===== src/rtl/iob_2p_assim_fifo_ctrl_if.sv =====
// ---------------------------------------------------------------------------
// iob_2p_assim_fifo_ctrl_if
// Bundle of every non-clock signal of the asymmetric FIFO controller: the
// user push/pop side and the external asymmetric 2-port RAM port.
//   slave  : controller view (drives status, read data and RAM controls)
//   master : user + RAM view (drives push/pop/w_data and mem_r_data)
// Signals:
//   push, w_data      push request, one wide word
//   pop               pop request, one narrow word
//   r_data, r_valid   popped narrow word and its valid strobe
//   full, empty       status flags
//   level             occupancy in narrow (read) words
//   overflow          one-cycle pulse after a push refused because full
//   underflow         one-cycle pulse after a pop refused because empty
//   mem_w_*           RAM write port (wide words)
//   mem_r_*           RAM read port (narrow words, 1-cycle latency)
// ---------------------------------------------------------------------------
interface iob_2p_assim_fifo_ctrl_if #(
    parameter int W_DATA_W = 16,
    parameter int R_DATA_W = 8,
    parameter int W_ADDR_W = 6,
    parameter int R_ADDR_W = 7
);
    logic                push;
    logic [W_DATA_W-1:0] w_data;
    logic                pop;
    logic [R_DATA_W-1:0] r_data;
    logic                r_valid;
    logic                full;
    logic                empty;
    logic [R_ADDR_W:0]   level;
    logic                overflow;
    logic                underflow;

    logic                mem_w_en;
    logic [W_ADDR_W-1:0] mem_w_addr;
    logic [W_DATA_W-1:0] mem_w_data;
    logic                mem_r_en;
    logic [R_ADDR_W-1:0] mem_r_addr;
    logic [R_DATA_W-1:0] mem_r_data;

    modport slave (
        input  push, w_data, pop, mem_r_data,
        output r_data, r_valid, full, empty, level, overflow, underflow,
        output mem_w_en, mem_w_addr, mem_w_data, mem_r_en, mem_r_addr
    );

    modport master (
        output push, w_data, pop, mem_r_data,
        input  r_data, r_valid, full, empty, level, overflow, underflow,
        input  mem_w_en, mem_w_addr, mem_w_data, mem_r_en, mem_r_addr
    );
endinterface


===== src/rtl/iob_2p_assim_fifo_ctrl.sv =====
// ---------------------------------------------------------------------------
// iob_2p_assim_fifo_ctrl
// Controller for a FIFO whose push side writes wide words (W_DATA_W) and
// whose pop side reads narrow words (R_DATA_W = W_DATA_W / RATIO) from an
// external asymmetric 2-port RAM with a 1-cycle read latency.
// Ports:
//   clk   clock (both RAM ports run on it as well)
//   rst   asynchronous active-high reset
//   bus   iob_2p_assim_fifo_ctrl_if.slave (user side + RAM port)
// Narrow-word ordering: the RAM maps read address {wide_addr, k} to slice k
// of the wide word, so popping sequential read addresses yields slice 0
// first, then slice 1, and so on.
// ---------------------------------------------------------------------------
module iob_2p_assim_fifo_ctrl #(
    parameter int W_DATA_W = 16,
    parameter int R_DATA_W = 8,
    parameter int W_ADDR_W = 6,
    parameter int R_ADDR_W = 7
) (
    input  logic                         clk,
    input  logic                         rst,
    iob_2p_assim_fifo_ctrl_if.slave      bus
);
    localparam int RATIO   = W_DATA_W / R_DATA_W;
    localparam int DEPTH_I = 1 << R_ADDR_W;

    // Level is counted in narrow words; a push needs room for RATIO of them.
    localparam logic [R_ADDR_W:0] L_FULL_TH = (R_ADDR_W+1)'(DEPTH_I - RATIO);
    localparam logic [R_ADDR_W:0] L_RATIO   = (R_ADDR_W+1)'(RATIO);

    logic [W_ADDR_W-1:0] r_wptr;
    logic [R_ADDR_W-1:0] r_rptr;
    logic [R_ADDR_W:0]   r_level;
    logic                r_r_valid;
    logic                r_overflow;
    logic                r_underflow;

    logic                w_full;
    logic                w_empty;
    logic                w_push_ok;
    logic                w_pop_ok;
    logic [R_ADDR_W:0]   w_level_next;

    // Status comes straight from the level register, so both requests in a
    // cycle are judged against the occupancy at the start of that cycle.
    assign w_full  = (r_level > L_FULL_TH);
    assign w_empty = (r_level == '0);

    // rst gating keeps the RAM enables low for the whole reset window, not
    // only from the next clock edge.
    assign w_push_ok = bus.push & ~w_full  & ~rst;
    assign w_pop_ok  = bus.pop  & ~w_empty & ~rst;

    always_comb begin
        w_level_next = r_level;
        if (w_push_ok) begin
            w_level_next = w_level_next + L_RATIO;
        end
        if (w_pop_ok) begin
            w_level_next = w_level_next - 1'b1;
        end
    end

    // Pointers wrap naturally at their width; the RAM depth matches it.
    always_ff @(posedge clk or posedge rst) begin
        if (rst) begin
            r_wptr      <= '0;
            r_rptr      <= '0;
            r_level     <= '0;
            r_r_valid   <= 1'b0;
            r_overflow  <= 1'b0;
            r_underflow <= 1'b0;
        end else begin
            if (w_push_ok) begin
                r_wptr <= r_wptr + 1'b1;
            end
            if (w_pop_ok) begin
                r_rptr <= r_rptr + 1'b1;
            end
            r_level     <= w_level_next;
            r_r_valid   <= w_pop_ok;
            r_overflow  <= bus.push & w_full;
            r_underflow <= bus.pop  & w_empty;
        end
    end

    // RAM port: addresses and write data are always presented; only the
    // enables qualify them. There is no bypass: data written this cycle is
    // never the target of a read this cycle because a pop needs the word to
    // be already counted in the level.
    assign bus.mem_w_en   = w_push_ok;
    assign bus.mem_w_addr = r_wptr;
    assign bus.mem_w_data = bus.w_data;
    assign bus.mem_r_en   = w_pop_ok;
    assign bus.mem_r_addr = r_rptr;

    assign bus.r_data    = bus.mem_r_data;
    assign bus.r_valid   = r_r_valid;
    assign bus.full      = w_full;
    assign bus.empty     = w_empty;
    assign bus.level     = r_level;
    assign bus.overflow  = r_overflow;
    assign bus.underflow = r_underflow;

endmodule

===== src/flat_wrapper.sv =====
// flat-port wrapper written by rule: the top's interface ports become plain ports
module iob_2p_assim_fifo_ctrl_flat 
#(
    parameter int W_DATA_W = 16,
    parameter int R_DATA_W = 8,
    parameter int W_ADDR_W = 6,
    parameter int R_ADDR_W = 7
)
  (clk, rst, bus_push, bus_w_data, bus_pop, bus_mem_r_data, bus_r_data, bus_r_valid, bus_full, bus_empty, bus_level, bus_overflow, bus_underflow, bus_mem_w_en, bus_mem_w_addr, bus_mem_w_data, bus_mem_r_en, bus_mem_r_addr);
  iob_2p_assim_fifo_ctrl_if #(.W_DATA_W(W_DATA_W), .R_DATA_W(R_DATA_W), .W_ADDR_W(W_ADDR_W), .R_ADDR_W(R_ADDR_W)) bus_i ();
  input  logic clk;
  input  logic rst;
  input wire logic [$bits(bus_i.push)-1:0] bus_push;
  input wire logic [$bits(bus_i.w_data)-1:0] bus_w_data;
  input wire logic [$bits(bus_i.pop)-1:0] bus_pop;
  input wire logic [$bits(bus_i.mem_r_data)-1:0] bus_mem_r_data;
  output wire logic [$bits(bus_i.r_data)-1:0] bus_r_data;
  output wire logic [$bits(bus_i.r_valid)-1:0] bus_r_valid;
  output wire logic [$bits(bus_i.full)-1:0] bus_full;
  output wire logic [$bits(bus_i.empty)-1:0] bus_empty;
  output wire logic [$bits(bus_i.level)-1:0] bus_level;
  output wire logic [$bits(bus_i.overflow)-1:0] bus_overflow;
  output wire logic [$bits(bus_i.underflow)-1:0] bus_underflow;
  output wire logic [$bits(bus_i.mem_w_en)-1:0] bus_mem_w_en;
  output wire logic [$bits(bus_i.mem_w_addr)-1:0] bus_mem_w_addr;
  output wire logic [$bits(bus_i.mem_w_data)-1:0] bus_mem_w_data;
  output wire logic [$bits(bus_i.mem_r_en)-1:0] bus_mem_r_en;
  output wire logic [$bits(bus_i.mem_r_addr)-1:0] bus_mem_r_addr;
  assign bus_i.push = bus_push;
  assign bus_i.w_data = bus_w_data;
  assign bus_i.pop = bus_pop;
  assign bus_i.mem_r_data = bus_mem_r_data;
  assign bus_r_data = bus_i.r_data;
  assign bus_r_valid = bus_i.r_valid;
  assign bus_full = bus_i.full;
  assign bus_empty = bus_i.empty;
  assign bus_level = bus_i.level;
  assign bus_overflow = bus_i.overflow;
  assign bus_underflow = bus_i.underflow;
  assign bus_mem_w_en = bus_i.mem_w_en;
  assign bus_mem_w_addr = bus_i.mem_w_addr;
  assign bus_mem_w_data = bus_i.mem_w_data;
  assign bus_mem_r_en = bus_i.mem_r_en;
  assign bus_mem_r_addr = bus_i.mem_r_addr;
  iob_2p_assim_fifo_ctrl #(.W_DATA_W(W_DATA_W), .R_DATA_W(R_DATA_W), .W_ADDR_W(W_ADDR_W), .R_ADDR_W(R_ADDR_W)) u_core (.clk(clk), .rst(rst), .bus(bus_i));
endmodule

===== config.mk =====
export PLATFORM = sky130hd
export DESIGN_NAME = iob_2p_assim_fifo_ctrl_flat
export DESIGN_NICKNAME = d
export VERILOG_FILES = /design/src/rtl/iob_2p_assim_fifo_ctrl_if.sv /design/src/rtl/iob_2p_assim_fifo_ctrl.sv /design/src/flat_wrapper.sv
export SDC_FILE = /design/constraint.sdc
export NUM_CORES = 1
export LEC_CHECK = 0
export ABC_AREA = 1
export BUFFER_PORTS_ARGS = -buffer_cell sky130_fd_sc_hd__buf_2
export CAP_MARGIN = 15
export CELL_PAD_IN_SITES_DETAIL_PLACEMENT = 1
export CELL_PAD_IN_SITES_GLOBAL_PLACEMENT = 1
export CORE_ASPECT_RATIO = 0.8
export CORE_MARGIN = 5
export CORE_UTILIZATION = 34
export DETAILED_ROUTE_END_ITERATION = 6
export HOLD_SLACK_MARGIN = 0.03
export PLACE_DENSITY = 0.88
export SYNTH_ARGS = -nofsm -noshare
export SYNTH_HDL_FRONTEND = slang
export SYNTH_SLANG_ARGS = --single-unit

===== constraint.sdc =====
create_clock -name clk -period 3.2 [get_ports clk]
set_input_delay 0.64 -clock clk [delete_from_list [all_inputs] [get_ports clk]]
set_output_delay 0.64 -clock clk [all_outputs]
set_load 0.02 [all_outputs]

==> reports/qor_table.md, run 1 <==
| Stage | Metric | Value |
| --- | --- | --- |
| cts | Clk_lat worst skew | 270 ps |
| global routing | Via count of the first global-routing pass | 1277 |
| worst setup path | Startpoint types | register |
| worst setup path | Required time of the critical path | 2560 ps |
| synth | Leading cell types by total area after synthesis | sky130_fd_sc_hd__dfrtp_1, sky130_fd_sc_hd__buf_4, sky130_fd_sc_hd__nand2_1 |
| floorplanning | Number of core rows | 22 |
| hold path | Number of instances on the worst hold path | 1 |
| sta | Peak Freq | 0.439 GHz |
| worst setup path | Highest-delay cell along the critical path | sky130_fd_sc_hd__dfrtp_1 |
| floorplanning | Floorplan die height | 71.9 µm |
| worst setup path | Startpoint of the worst register-to-register path | u_core.bus.level[2] |
| place | Post-Place Setup Slack | 728 ps |
| cells and area | Net count of the finished layout | 243 |
| global routing | Maximum number of pins on one net before global-route repair | 25 |
| place | Input/output buffers | 31 |
| worst setup path | CP Data Arrival Time | 1640 ps |
| cells and area | Most frequent standard cell in the layout excluding fill and tap cells | sky130_fd_sc_hd__nand2_1 |
| cells and area | Number of inserted filler cells in the final layout | 584 |
| cells and area | Layout Utilization | 0.379 |
| sta | Final min period | 2280 ps |
| detailed routing | Detail-routed net length per standard cell | 13.5 µm |
| job | Number of max-cap violations | 0 |
| worst setup path | Critical R2R Capture | u_core.bus.level[6] |
| cts | Total number of clock tree sinks | 24 |
| cells and area | Layout-stage area growth over the synthesis result | 7.00% |
| outcome | Status | complete, no violations |
| cells and area | Number of antenna cells inserted | 0 |
| worst setup path | Chain of cells forming the critical path | nand2_1 > nor2_2 > nand2_4 > nand3_4 > inv_2 > buf_2 |
| floorplanning | I/O pins | 80 |
| hold path | Min-Delay Startpoint | u_core.bus.mem_w_addr[5] |
| cts | Clock transition at the registers of the reported paths | 90 ps |
| synth | Main flop type after synthesis | sky130_fd_sc_hd__dfrtp_1 |
| hold path | Worst Hold End | u_core.bus.mem_w_addr[5] |
| hold path | Type of the worst min-delay path | register to register |
| cts | Post-CTS setup buffer count | 0 |
| cts | H-Tree Depth | 1 |
| synth | Area of the mapped netlist | 1630 µm² |
| global routing | Number of antenna violations at the first check in global routing | 0 |
| worst setup path | Worst Reg2Reg Path Length in Cells | 15 |
| detailed routing | Drt total wl | 3.64 mm |
| place | Total half-perimeter wirelength after legalization and detailed placement | 2.86 mm |
| cells and area | Storage element area | 601 µm² |
| worst setup path | Largest driver fanout on the critical path | 12 |
| detailed routing | First drt pass iteration count | 4 |
| synth | Syn. warnings | 0 |
| pwr | VDD IR-drop max | 359 µV |
| sta | Worst path setup slack after routing | 921 ps |
| sta | Sum of negative setup slack | 0 ps |
| synth | Synth unique cells | 24 |
| pwr | Static leakage | 0.962 nW |
| detailed routing | Number of vias after detailed routing | 1266 |
| worst setup path | Maximum cell stage delay along the critical path | 500 ps |
| pwr | Power density over the cells | 989 nW/µm² |
| place | Placer congestion estimate | 0.810 |
| cts | Largest buffer count on any clock path | 2 |
| cts | Number of hold buffers added after cts | 0 |
| cells and area | Combined area of the multi-input logic cells | 722 µm² |
| synth | Number of synthesized flops with an enable pin | 0 |
| sta | Final Hold Violating Endpoints | 0 |
| floorplanning | Effective utilization at floorplan | 0.354 |
| sta | Final count of pins violating max slew | 0 |
| detailed routing | DRC violations left | 0 |
| worst setup path | Type of the worst setup path | register to output port |
| detailed routing | Routed via count divided by cell count | 4.69 |
| floorplanning | Full die area | 6280 µm² |
| synth | Portion of synthesized cell area occupied by the leading cell type | 0.369 |
| detailed routing | Routed Antenna Nets | 0 |
| cts | Root cell of the clock tree | sky130_fd_sc_hd__clkbuf_8 |
| synth | Largest area contributor in the synthesized netlist | sky130_fd_sc_hd__dfrtp_1 |
| floorplanning | Chip Width | 87.3 µm |
| synth | Net count after synthesis | 231 |
| detailed routing | Initial drt markers | 71 |
| synth | Portion of the post-synthesis area used by sequential elements | 0.369 |
| cts | TritonCTS clock tree | built |
| worst setup path | Worst setup slack for register-to-register paths | 970 ps |
| sta | Worst slew pin tran | 332 ps |
| sta | RSZ-0062 raised after global routing | false |
| synth | #FFs+latches synth | 24 |
| floorplanning | Total core area | 4600 µm² |
| worst setup path | Startpoint of the worst setup timing path | u_core.bus.level[2] |
| worst setup path | Critical path endpoint category | output port |
| global routing | Congestion Overflow GR | 0 |
| global routing | First-pass GRT wire length | 6.15 mm |
| synth | Share of flip-flops with an asynchronous set or reset after synthesis | 1.00 |
| global routing | Total routing resource utilization after global routing | 0.122 |
| cells and area | Top library cells by usage in the layout, fill and taps aside | sky130_fd_sc_hd__nand2_1, sky130_fd_sc_hd__buf_2, sky130_fd_sc_hd__inv_1 |
| synth | Post-synthesis cell count | 199 |
| sta | Final cycle utilization of the critical path | 0.712 |
| sta | Post-route clock skew | 2.04 ps |
| cts | TritonCTS buffer count | 3 |
| sta | Max-slew headroom at the worst pin | 0.777 |
| cells and area | Fraction of layout cells with a size suffix above 1 | 0.290 |
| sta | Setup Viol. Count Final | 0 |
| pwr | Power after layout | 1.72 mW |
| synth | Average cell area after synthesis | 8.17 µm² |
| cts | Cells resized by post-CTS repair | 0 |
-- registers in the layout, indices dropped and copies added, names as in the netlist --
signal / cells
u_core.bus.r_valid: 1
u_core.bus.level: 8
u_core.bus.underflow: 1
u_core.bus.mem_r_addr: 7
u_core.bus.overflow: 1
u_core.bus.mem_w_addr: 6
-- cells in the mapped netlist (2+ instances only) --
cell type	count
sky130_fd_sc_hd__dfrtp_1	24
sky130_fd_sc_hd__inv_2	3
sky130_fd_sc_hd__nor2_2	4
sky130_fd_sc_hd__nand4_1	8
sky130_fd_sc_hd__nand2_1	47
sky130_fd_sc_hd__nand2_4	3
sky130_fd_sc_hd__nor2_4	4
sky130_fd_sc_hd__a21oi_1	2
sky130_fd_sc_hd__xor2_1	11
sky130_fd_sc_hd__nand3_2	3
sky130_fd_sc_hd__nor2_1	11
sky130_fd_sc_hd__buf_4	24
sky130_fd_sc_hd__ha_1	4
sky130_fd_sc_hd__inv_1	26
sky130_fd_sc_hd__xnor2_1	4
sky130_fd_sc_hd__nand3_1	8
sky130_fd_sc_hd__nand2_2	5
sky130_fd_sc_hd__nor4_1	2
-- routing by layer --
layer / vias up / global-route usage / routed length, µm
met3: 7 / 0.0241 / 189
met2: 29 / 0.181 / 1650
met4: 0 / 0.0477 / 57
met5: - / 0 / 0
li1: 612 / - / -
met1: 618 / 0.174 / 1750
-- logic make-up (layout without fill, tap and decap cells) --
logic type               Yosys count  after routing  share of synthesized area
AND/OR/NAND/NOR                   97             97                      0.312
buffers and inverters             54             65                      0.187
flip-flops                        24             24                      0.369
XOR/XNOR                          15             15                     0.0808
AO/OA/AOI/OAI                      5              5                     0.0200
adder cells (fa/ha/maj)            4              4                     0.0308
-- power breakdown --
group	total (mW)	internal, mW	leakage [nW]	switching [mW]
registers	0.606	0.429	0.296	0.177
clock network	0.273	0.167	0.0357	0.106
logic	0.842	0.283	0.630	0.559
-- critical path: cells and delay by family (launching register included) --
| kind | cells | cell delay [ps] |
|---|---|---|
| buffers and inverters | 2 | 260 |
| and+or+nand+nor | 4 | 610 |
| DFF | 1 | 500 |
-- per-stage QoR --
stage	instance area, µm²	hold slack [ps]	std cells
CTS	1740	474	270
floorplan	1630	582	199
finish	1740	466	270
global route	1740	483	270
global placement	1670	455	266
detailed placement	1670	462	266
-- cell type report --
class                           instances  area share
Sequential cell                        24       0.345
Timing Repair Buffer                   32      0.0935
Multi-Input combinational cell        121       0.415
Clock inverter                          1      0.0173
Inverter                               29      0.0625
Tap cell                               60      0.0431
Clock buffer                            3      0.0237
-- how the worst max path moves through the flow --
stage	slack, ps	endpoint
3_5_place_dp	730	u_core.bus.level[6]
3_3_place_gp	830	u_core.bus.level[6]
2_1_floorplan	850	bus_mem_r_en
6_report	920	bus_mem_w_en
5_1_grt	710	u_core.bus.level[6]
4_1_cts	900	bus_mem_w_en
Power figures use the tool's default switching activity.
==> inputs of run 2 (changes only) <==
--- a/config.mk
+++ b/config.mk
@@ -5,17 +5,17 @@
 export SDC_FILE = /design/constraint.sdc
 export NUM_CORES = 1
 export LEC_CHECK = 0
-export ABC_AREA = 1
+export ABC_AREA = 0
 export BUFFER_PORTS_ARGS = -buffer_cell sky130_fd_sc_hd__buf_2
 export CAP_MARGIN = 15
 export CELL_PAD_IN_SITES_DETAIL_PLACEMENT = 1
 export CELL_PAD_IN_SITES_GLOBAL_PLACEMENT = 1
 export CORE_ASPECT_RATIO = 0.8
 export CORE_MARGIN = 5
-export CORE_UTILIZATION = 34
+export CORE_UTILIZATION = 32
 export DETAILED_ROUTE_END_ITERATION = 6
 export HOLD_SLACK_MARGIN = 0.03
-export PLACE_DENSITY = 0.88
+export PLACE_DENSITY = 0.82
 export SYNTH_ARGS = -nofsm -noshare
 export SYNTH_HDL_FRONTEND = slang
 export SYNTH_SLANG_ARGS = --single-unit
==> constraint.sdc (replaced) <==
create_clock -name clk -period 2.4 [get_ports clk]
set_input_delay 0.48 -clock clk [delete_from_list [all_inputs] [get_ports clk]]
set_output_delay 0.48 -clock clk [all_outputs]
set_load 0.02 [all_outputs]
==> run 2 against run 1 <==
Against the previous run:
- global-route usage down 0.17 points
- setup slack worse by 800 ps
- core utilization down 1.6 points
- sequential cell count unchanged
- count of clock-buffer cells in the layout up 1
- critical path type unchanged
- largest cell class unchanged
==> reports/qor_table.md, run 2 <==
| Stage | Metric | Value |
| --- | --- | --- |
| sta | Worst slew pin tran | 480 ps |
| place | Total half-perimeter wirelength after legalization and detailed placement | 2.69 mm |
| synth | Leading cell types by total area after synthesis | sky130_fd_sc_hd__dfrtp_1, sky130_fd_sc_hd__buf_4, sky130_fd_sc_hd__xor2_1 |
| pwr | Power density over the cells | 1150 nW/µm² |
| place | Placement Cell Area | 1600 µm² |
| hold path | Type of the worst min-delay path | input pin to asynchronous set/reset pin |
| sta | Final count of pins violating max slew | 0 |
| cells and area | Max FFs per register | 8 |
| worst setup path | Chain of cells forming the critical path | buf_4 > nor4_1 > and2_1 > buf_2 |
| place | Post-Place Setup Slack | -102 ps |
| cts | Largest buffer count on any clock path | 2 |
| detailed routing | Routed Antenna Nets | 0 |
| sta | Setup Viol. Count Final | 0 |
| place | Input/output buffers | 31 |
| worst setup path | Largest driver fanout on the critical path | 9 |
| place | Placer congestion estimate | 0.788 |
| cells and area | Fraction of layout cells with a size suffix above 1 | 0.366 |
| cells and area | Most frequent standard cell in the layout excluding fill and tap cells | sky130_fd_sc_hd__buf_2 |
| cells and area | Combined area of the multi-input logic cells | 692 µm² |
| floorplanning | Floorplan die height | 71.4 µm |
| cts | Clock transition at the registers of the reported paths | 80 ps |
| synth | Share of flip-flops with an asynchronous set or reset after synthesis | 1.00 |
| synth | Number of synthesized flops with an enable pin | 0 |
| cells and area | Number of inserted filler cells in the final layout | 541 |
| synth | Post-synthesis cell count | 144 |
| worst setup path | Startpoint types | register |
| floorplanning | Total core area | 4570 µm² |
| floorplanning | Number of core rows | 22 |
| global routing | Total routing resource utilization after global routing | 0.120 |
| synth | Largest area contributor in the synthesized netlist | sky130_fd_sc_hd__dfrtp_1 |
| cells and area | Number of antenna cells inserted | 0 |
| global routing | Congestion Overflow GR | 0 |
| cells and area | Layout-stage area growth over the synthesis result | 10.0% |
| cts | TritonCTS buffer count | 3 |
| sta | Max-slew headroom at the worst pin | 0.677 |
| worst setup path | Maximum cell stage delay along the critical path | 470 ps |
| sta | Post-route clock skew | 3.55 ps |
| global routing | Number of antenna violations at the first check in global routing | 0 |
| sta | Final min period | 2280 ps |
| floorplanning | Chip Width | 86.7 µm |
| outcome | Status | complete, no violations |
| pwr | Power after layout | 1.91 mW |
| cts | Clk_lat worst skew | 270 ps |
| detailed routing | Number of vias after detailed routing | 1087 |
| worst setup path | Highest-delay cell along the critical path | sky130_fd_sc_hd__nor4_1 |
| synth | Net count after synthesis | 176 |
| synth | Average cell area after synthesis | 10.5 µm² |
| cts | Total number of clock tree sinks | 24 |
| worst setup path | Critical path endpoint category | output port |
| cells and area | Finished layout cell area | 1660 µm² |
| floorplanning | Full die area | 6190 µm² |
| sta | Worst path setup slack after routing | 118 ps |
| pwr | Static leakage | 0.757 nW |
| synth | Portion of the post-synthesis area used by sequential elements | 0.399 |
| detailed routing | Initial drt markers | 27 |
| global routing | Via count of the first global-routing pass | 1200 |
| cells and area | Net count of the finished layout | 194 |
| cts | H-Tree Depth | 1 |
| synth | #FFs+latches synth | 24 |
| worst setup path | CP Data Arrival Time | 1800 ps |
| synth | Portion of synthesized cell area occupied by the leading cell type | 0.399 |
| global routing | Maximum number of pins on one net before global-route repair | 23 |
| detailed routing | Drt total wl | 3.41 mm |
| floorplanning | Effective utilization at floorplan | 0.330 |
| synth | Synth cell count leaders | sky130_fd_sc_hd__buf_4, sky130_fd_sc_hd__dfrtp_1, sky130_fd_sc_hd__xor2_1 |
| sta | Peak Freq | 0.438 GHz |
| worst setup path | Required time of the critical path | 1920 ps |
| pwr | VDD IR-drop max | 297 µV |
| synth | Syn. warnings | 0 |
| synth | Area of the mapped netlist | 1510 µm² |
| cts | Root cell of the clock tree | sky130_fd_sc_hd__clkbuf_8 |
| cells and area | Top library cells by usage in the layout, fill and taps aside | sky130_fd_sc_hd__buf_2, sky130_fd_sc_hd__dfrtp_1, sky130_fd_sc_hd__xor2_1 |
| sta | Final Hold Violating Endpoints | 0 |
| detailed routing | Detail-routed net length per standard cell | 15.4 µm |
| sta | RSZ-0062 raised after global routing | false |
| detailed routing | DRC violations left | 0 |
| cells and area | Storage element area | 602 µm² |
| synth | Main flop type after synthesis | sky130_fd_sc_hd__dfrtp_1 |
| detailed routing | Routed via count divided by cell count | 4.92 |
| detailed routing | First drt pass iteration count | 4 |
| floorplanning | I/O pins | 80 |
| cells and area | Layout Utilization | 0.363 |
| sta | Final cycle utilization of the critical path | 0.951 |
| cts | Post-CTS setup buffer count | 0 |
| synth | Synth unique cells | 40 |
| global routing | First-pass GRT wire length | 5.91 mm |
| job | Number of max-cap violations | 0 |
| worst setup path | Type of the worst setup path | register to output port |
| cts | TritonCTS clock tree | built |
[run 2: changes by cell type in the layout (fill, tap and decap cells not counted), moves of 4 or more]
cell	before	now
sky130_fd_sc_hd__nand2_1	47	9
sky130_fd_sc_hd__inv_1	26	3
sky130_fd_sc_hd__buf_4	1	9
sky130_fd_sc_hd__nand2_2	5	0
sky130_fd_sc_hd__nand3_1	8	3
sky130_fd_sc_hd__nor2_1	11	6
sky130_fd_sc_hd__xnor2_1	4	9
sky130_fd_sc_hd__nand2b_1	0	4
sky130_fd_sc_hd__nor2_2	4	0
sky130_fd_sc_hd__nor2_4	4	0
[run 2: path summary, 6_finish.rpt]
| kind | slack (ps) | depth (start not counted) | from | endpoint |
|---|---|---|---|---|
| max | 120 | 4 | u_core.bus.level[7] | bus_empty |
| min | 110 | 2 | rst | u_core.bus.level[3] |
| max reg2reg | 180 | 9 | u_core.bus.level[5] | u_core.bus.level[6] |
| min reg2reg | 470 | 1 | u_core.bus.mem_w_addr[5] | u_core.bus.mem_w_addr[5] |
| max in group asynchronous | 1790 | 3 | rst | u_core.bus.level[4] |
| min in group clk | 470 | 2 | bus_pop | u_core.bus.underflow |
[run 2: what timing repair did]
item                                    CTS  global route
gates resized for setup                   0             2
hold buffers                              0             0
endpoints found under the setup margin    0             1
[run 2: power breakdown]
| group | switching [mW] | internal, mW |
|---|---|---|
| logic | 0.541 | 0.353 |
| clock network | 0.128 | 0.147 |
| registers | 0.193 | 0.546 |
[run 2: logic make-up (layout without fill, tap and decap cells)]
| group | Yosys count | count (layout) | share of synthesized area |
|---|---|---|---|
| simple gates | 45 | 45 | 0.182 |
| buf+inv | 30 | 47 | 0.145 |
| flops | 24 | 24 | 0.399 |
| xor+xnor | 19 | 19 | 0.110 |
| compound gates | 17 | 17 | 0.0947 |
| mux | 5 | 5 | 0.0357 |
| fa+ha+maj | 4 | 4 | 0.0332 |
[run 2: area by class of cell]
class	instances	area share
multi-input cells	90	0.417
flip-flops and latches	24	0.363
repair buffers	40	0.134
well taps	60	0.0453
clock buffers	4	0.0332
inverters	3	0.00679
[run 2: stage by stage]
step                      hold slack [ps]  std cells  TNS (ps)
after floorplan                       495        144         0
after global placement                390        217         0
after detailed placement              402        217      -102
after CTS                             102        221         0
after global routing                  126        221         0
final                                 111        221         0
[run 2: worst max-delay path: cells and delay by family (launching register included)]
family                 cells  cell delay, ps
AND/OR/NAND/NOR            2             750
flip-flops                 1             410
buffers and inverters      2             380
[run 2: routing by layer]
layer | share of wire | global-route usage
met1 | 0.45 | 0.151
met2 | 0.47 | 0.194
met3 | 0.067 | 0.0310
met4 | 0.018 | 0.0536
met5 | 0 | 0
==> inputs of run 3 (changes only) <==
--- a/config.mk
+++ b/config.mk
@@ -7,7 +7,6 @@
 export LEC_CHECK = 0
 export ABC_AREA = 0
 export BUFFER_PORTS_ARGS = -buffer_cell sky130_fd_sc_hd__buf_2
-export CAP_MARGIN = 15
 export CELL_PAD_IN_SITES_DETAIL_PLACEMENT = 1
 export CELL_PAD_IN_SITES_GLOBAL_PLACEMENT = 1
 export CORE_ASPECT_RATIO = 0.8
@@ -15,7 +14,8 @@
 export CORE_UTILIZATION = 32
 export DETAILED_ROUTE_END_ITERATION = 6
 export HOLD_SLACK_MARGIN = 0.03
-export PLACE_DENSITY = 0.82
+export PLACE_DENSITY_LB_ADDON = 0.08
+export SETUP_SLACK_MARGIN = 0.2
 export SYNTH_ARGS = -nofsm -noshare
 export SYNTH_HDL_FRONTEND = slang
 export SYNTH_SLANG_ARGS = --single-unit
==> run 3 against run 2 <==
Against the previous run:
- design area up 3.8%
- sequential cell count unchanged
- routed wire length rose by 7.9%
- core utilization is 1.4 points higher
- critical path depth up 1
- sequential share of layout area is 1.2 points lower
- global-route usage is 0.24 points higher
- power rose by 6.5%
- setup slack improved by 160 ps
- critical endpoint is now bus_mem_r_en
- largest power group unchanged
==> reports/qor_table.md, run 3 (synthesis gave the netlist of run 2 again) <==
| Stage | Metric | Value |
| --- | --- | --- |
| pwr | NetSw | 897 µW |
| floorplanning | Number of core rows | 22 |
| floorplanning | Chip Width | 86.7 µm |
| place | Placed Cells incl. Taps | 218 |
| cells and area | Layout-stage area growth over the synthesis result | 14.3% |
| global routing | Number of antenna violations at the first check in global routing | 0 |
| worst setup path | Critical R2R Capture | u_core.bus.level[6] |
| place | Placer congestion estimate | 0.844 |
| floorplanning | Effective utilization at floorplan | 0.330 |
| global routing | Congestion Overflow GR | 0 |
| global routing | First-pass GRT wire length | 5.98 mm |
| cts | Clk_lat worst skew | 270 ps |
| detailed routing | DRC violations left | 0 |
| detailed routing | Number of vias after detailed routing | 1115 |
| pwr | Power density over the cells | 1180 nW/µm² |
| sta | Final count of pins violating max slew | 0 |
| sta | Peak Freq | 0.471 GHz |
| worst setup path | Worst setup slack for register-to-register paths | 350 ps |
| detailed routing | Drt total wl | 3.68 mm |
| detailed routing | Initial drt markers | 59 |
| global routing | Maximum number of pins on one net before global-route repair | 15 |
| hold path | Type of the worst min-delay path | input pin to asynchronous set/reset pin |
| outcome | Status | complete, no violations |
| worst setup path | Critical path endpoint category | output port |
| cells and area | Number of antenna cells inserted | 0 |
| sta | Max-slew headroom at the worst pin | 0.700 |
| cells and area | Number of inserted filler cells in the final layout | 532 |
| cts | TritonCTS buffer count | 3 |
| cells and area | Max FFs per register | 8 |
| cts | Post-CTS setup buffer count | 0 |
| cts | H-Tree Depth | 1 |
| floorplanning | Full die area | 6190 µm² |
| sta | Final min period | 2120 ps |
| worst setup path | Startpoint types | register |
| cells and area | Count of non-filler cells in the finished layout | 222 |
| cells and area | Net count of the finished layout | 195 |
| cells and area | Top library cells by usage in the layout, fill and taps aside | sky130_fd_sc_hd__buf_2, sky130_fd_sc_hd__dfrtp_1, sky130_fd_sc_hd__xor2_1, sky130_fd_sc_hd__buf_4 |
| place | Input/output buffers | 31 |
| pwr | Proportion of power drawn by the clock network | 0.177 |
| worst setup path | Largest driver fanout on the critical path | 9 |
| pwr | Sequential Power Share | 0.369 |
| detailed routing | Detail-routed net length per standard cell | 16.6 µm |
| sta | Setup Viol. Count Final | 0 |
| floorplanning | I/O pins | 80 |
| detailed routing | Routed via count divided by cell count | 5.02 |
| worst setup path | Type of the worst setup path | register to output port |
| cts | Root cell of the clock tree | sky130_fd_sc_hd__clkbuf_8 |
| detailed routing | Routed Antenna Nets | 0 |
| pwr | Static leakage | 0.779 nW |
| cts | TritonCTS clock tree | built |
| detailed routing | First drt pass iteration count | 4 |
| cells and area | Most frequent standard cell in the layout excluding fill and tap cells | sky130_fd_sc_hd__buf_2 |
| global routing | Via count of the first global-routing pass | 1152 |
| sta | Worst slew pin tran | 450 ps |
| cells and area | Fraction of layout cells with a size suffix above 1 | 0.401 |
| cts | Total number of clock tree sinks | 24 |
| sta | Final cycle utilization of the critical path | 0.884 |
| pwr | Gate power share | 0.454 |
| place | Total half-perimeter wirelength after legalization and detailed placement | 2.85 mm |
| worst setup path | CP Data Arrival Time | 1640 ps |
| worst setup path | Worst Reg2Reg Path Length in Cells | 9 |
| sta | Post-route clock skew | 11.9 ps |
| sta | Worst hold-check slack | 272 ps |
| cts | Clock transition at the registers of the reported paths | 100 ps |
| pwr | Net switching fraction of the power | 0.442 |
| cts | Largest buffer count on any clock path | 2 |
| pwr | Pint | 1.13 mW |
| worst setup path | Required time of the critical path | 1920 ps |
| pwr | VDD IR-drop max | 378 µV |
| worst setup path | Startpoint of the worst register-to-register path | u_core.bus.level[7] |
| global routing | Total routing resource utilization after global routing | 0.123 |
| sta | Final Hold Violating Endpoints | 0 |
| floorplanning | Total core area | 4570 µm² |
| floorplanning | Floorplan die height | 71.4 µm |
| job | Number of max-cap violations | 0 |
| cts | Number of hold buffers added after cts | 0 |
| sta | RSZ-0062 raised after global routing | true |
## run 3: critical path, cell delays in order (launching register included)
cell and delay, ps:
sky130_fd_sc_hd__dfrtp_1 450, sky130_fd_sc_hd__buf_4 210, sky130_fd_sc_hd__nor4_2 320, sky130_fd_sc_hd__buf_4 180, sky130_fd_sc_hd__a21oi_2 60, sky130_fd_sc_hd__buf_2 170
## run 3: routing by layer
layer	GRT usage	routed length [µm]	vias to the layer above
met1	0.151	1600	533
met5	0	0	-
met3	0.0287	220	24
met2	0.202	1730	38
met4	0.0588	131	0
li1	-	-	520
## run 3: how the worst max path moves through the flow
stage | startpoint | to
floorplan | u_core.bus.level[7] | u_core.bus.level[6]
global placement | bus_push | u_core.bus.level[6]
detailed placement | bus_push | u_core.bus.level[6]
CTS | u_core.bus.level[7] | bus_mem_r_en
global route | u_core.bus.level[7] | bus_mem_r_en
finish | u_core.bus.level[7] | bus_mem_r_en
## run 3: cell type report
class / instances / area (µm²) / share of cell area
Multi-Input combinational cell: 90 / 729 / 0.424
Sequential cell: 24 / 604 / 0.351
Timing Repair Buffer: 41 / 230 / 0.134
Tap cell: 60 / 75.1 / 0.0436
Clock buffer: 3 / 41.3 / 0.0240
Clock inverter: 1 / 30.0 / 0.0174
Inverter: 3 / 11.3 / 0.00654
## run 3: power by group through the flow
| stage | clock network [mW] | logic [mW] | registers (mW) |
|---|---|---|---|
| floorplan | 0 | 0.491 | 0.889 |
| global placement | 0 | 0.899 | 0.734 |
| detailed placement | 0 | 0.905 | 0.743 |
| CTS | 0.375 | 0.914 | 0.735 |
| global route | 0.394 | 1.01 | 0.778 |
| finish | 0.360 | 0.921 | 0.750 |
## run 3: through the flow
step / setup WS, ps / instance area (µm²) / util / total power, mW / TNS [ps]
2_1_floorplan: 208 / 1520 / - / 1.38 / 0
3_3_place_gp: 122 / 1620 / 0.354 / 1.63 / 0
3_5_place_dp: -1.36 / 1620 / 0.354 / 1.65 / -1.36
4_1_cts: 205 / 1690 / 0.371 / 2.02 / 0
5_1_grt: 182 / 1720 / 0.377 / 2.18 / 0
6_report: 279 / 1720 / 0.377 / 2.03 / 0
## run 3: what timing repair did
action | CTS | global route
resized for setup | 2 | 7
hold endpoints to repair | 0 | 0
endpoints found under the setup margin | 2 | 7
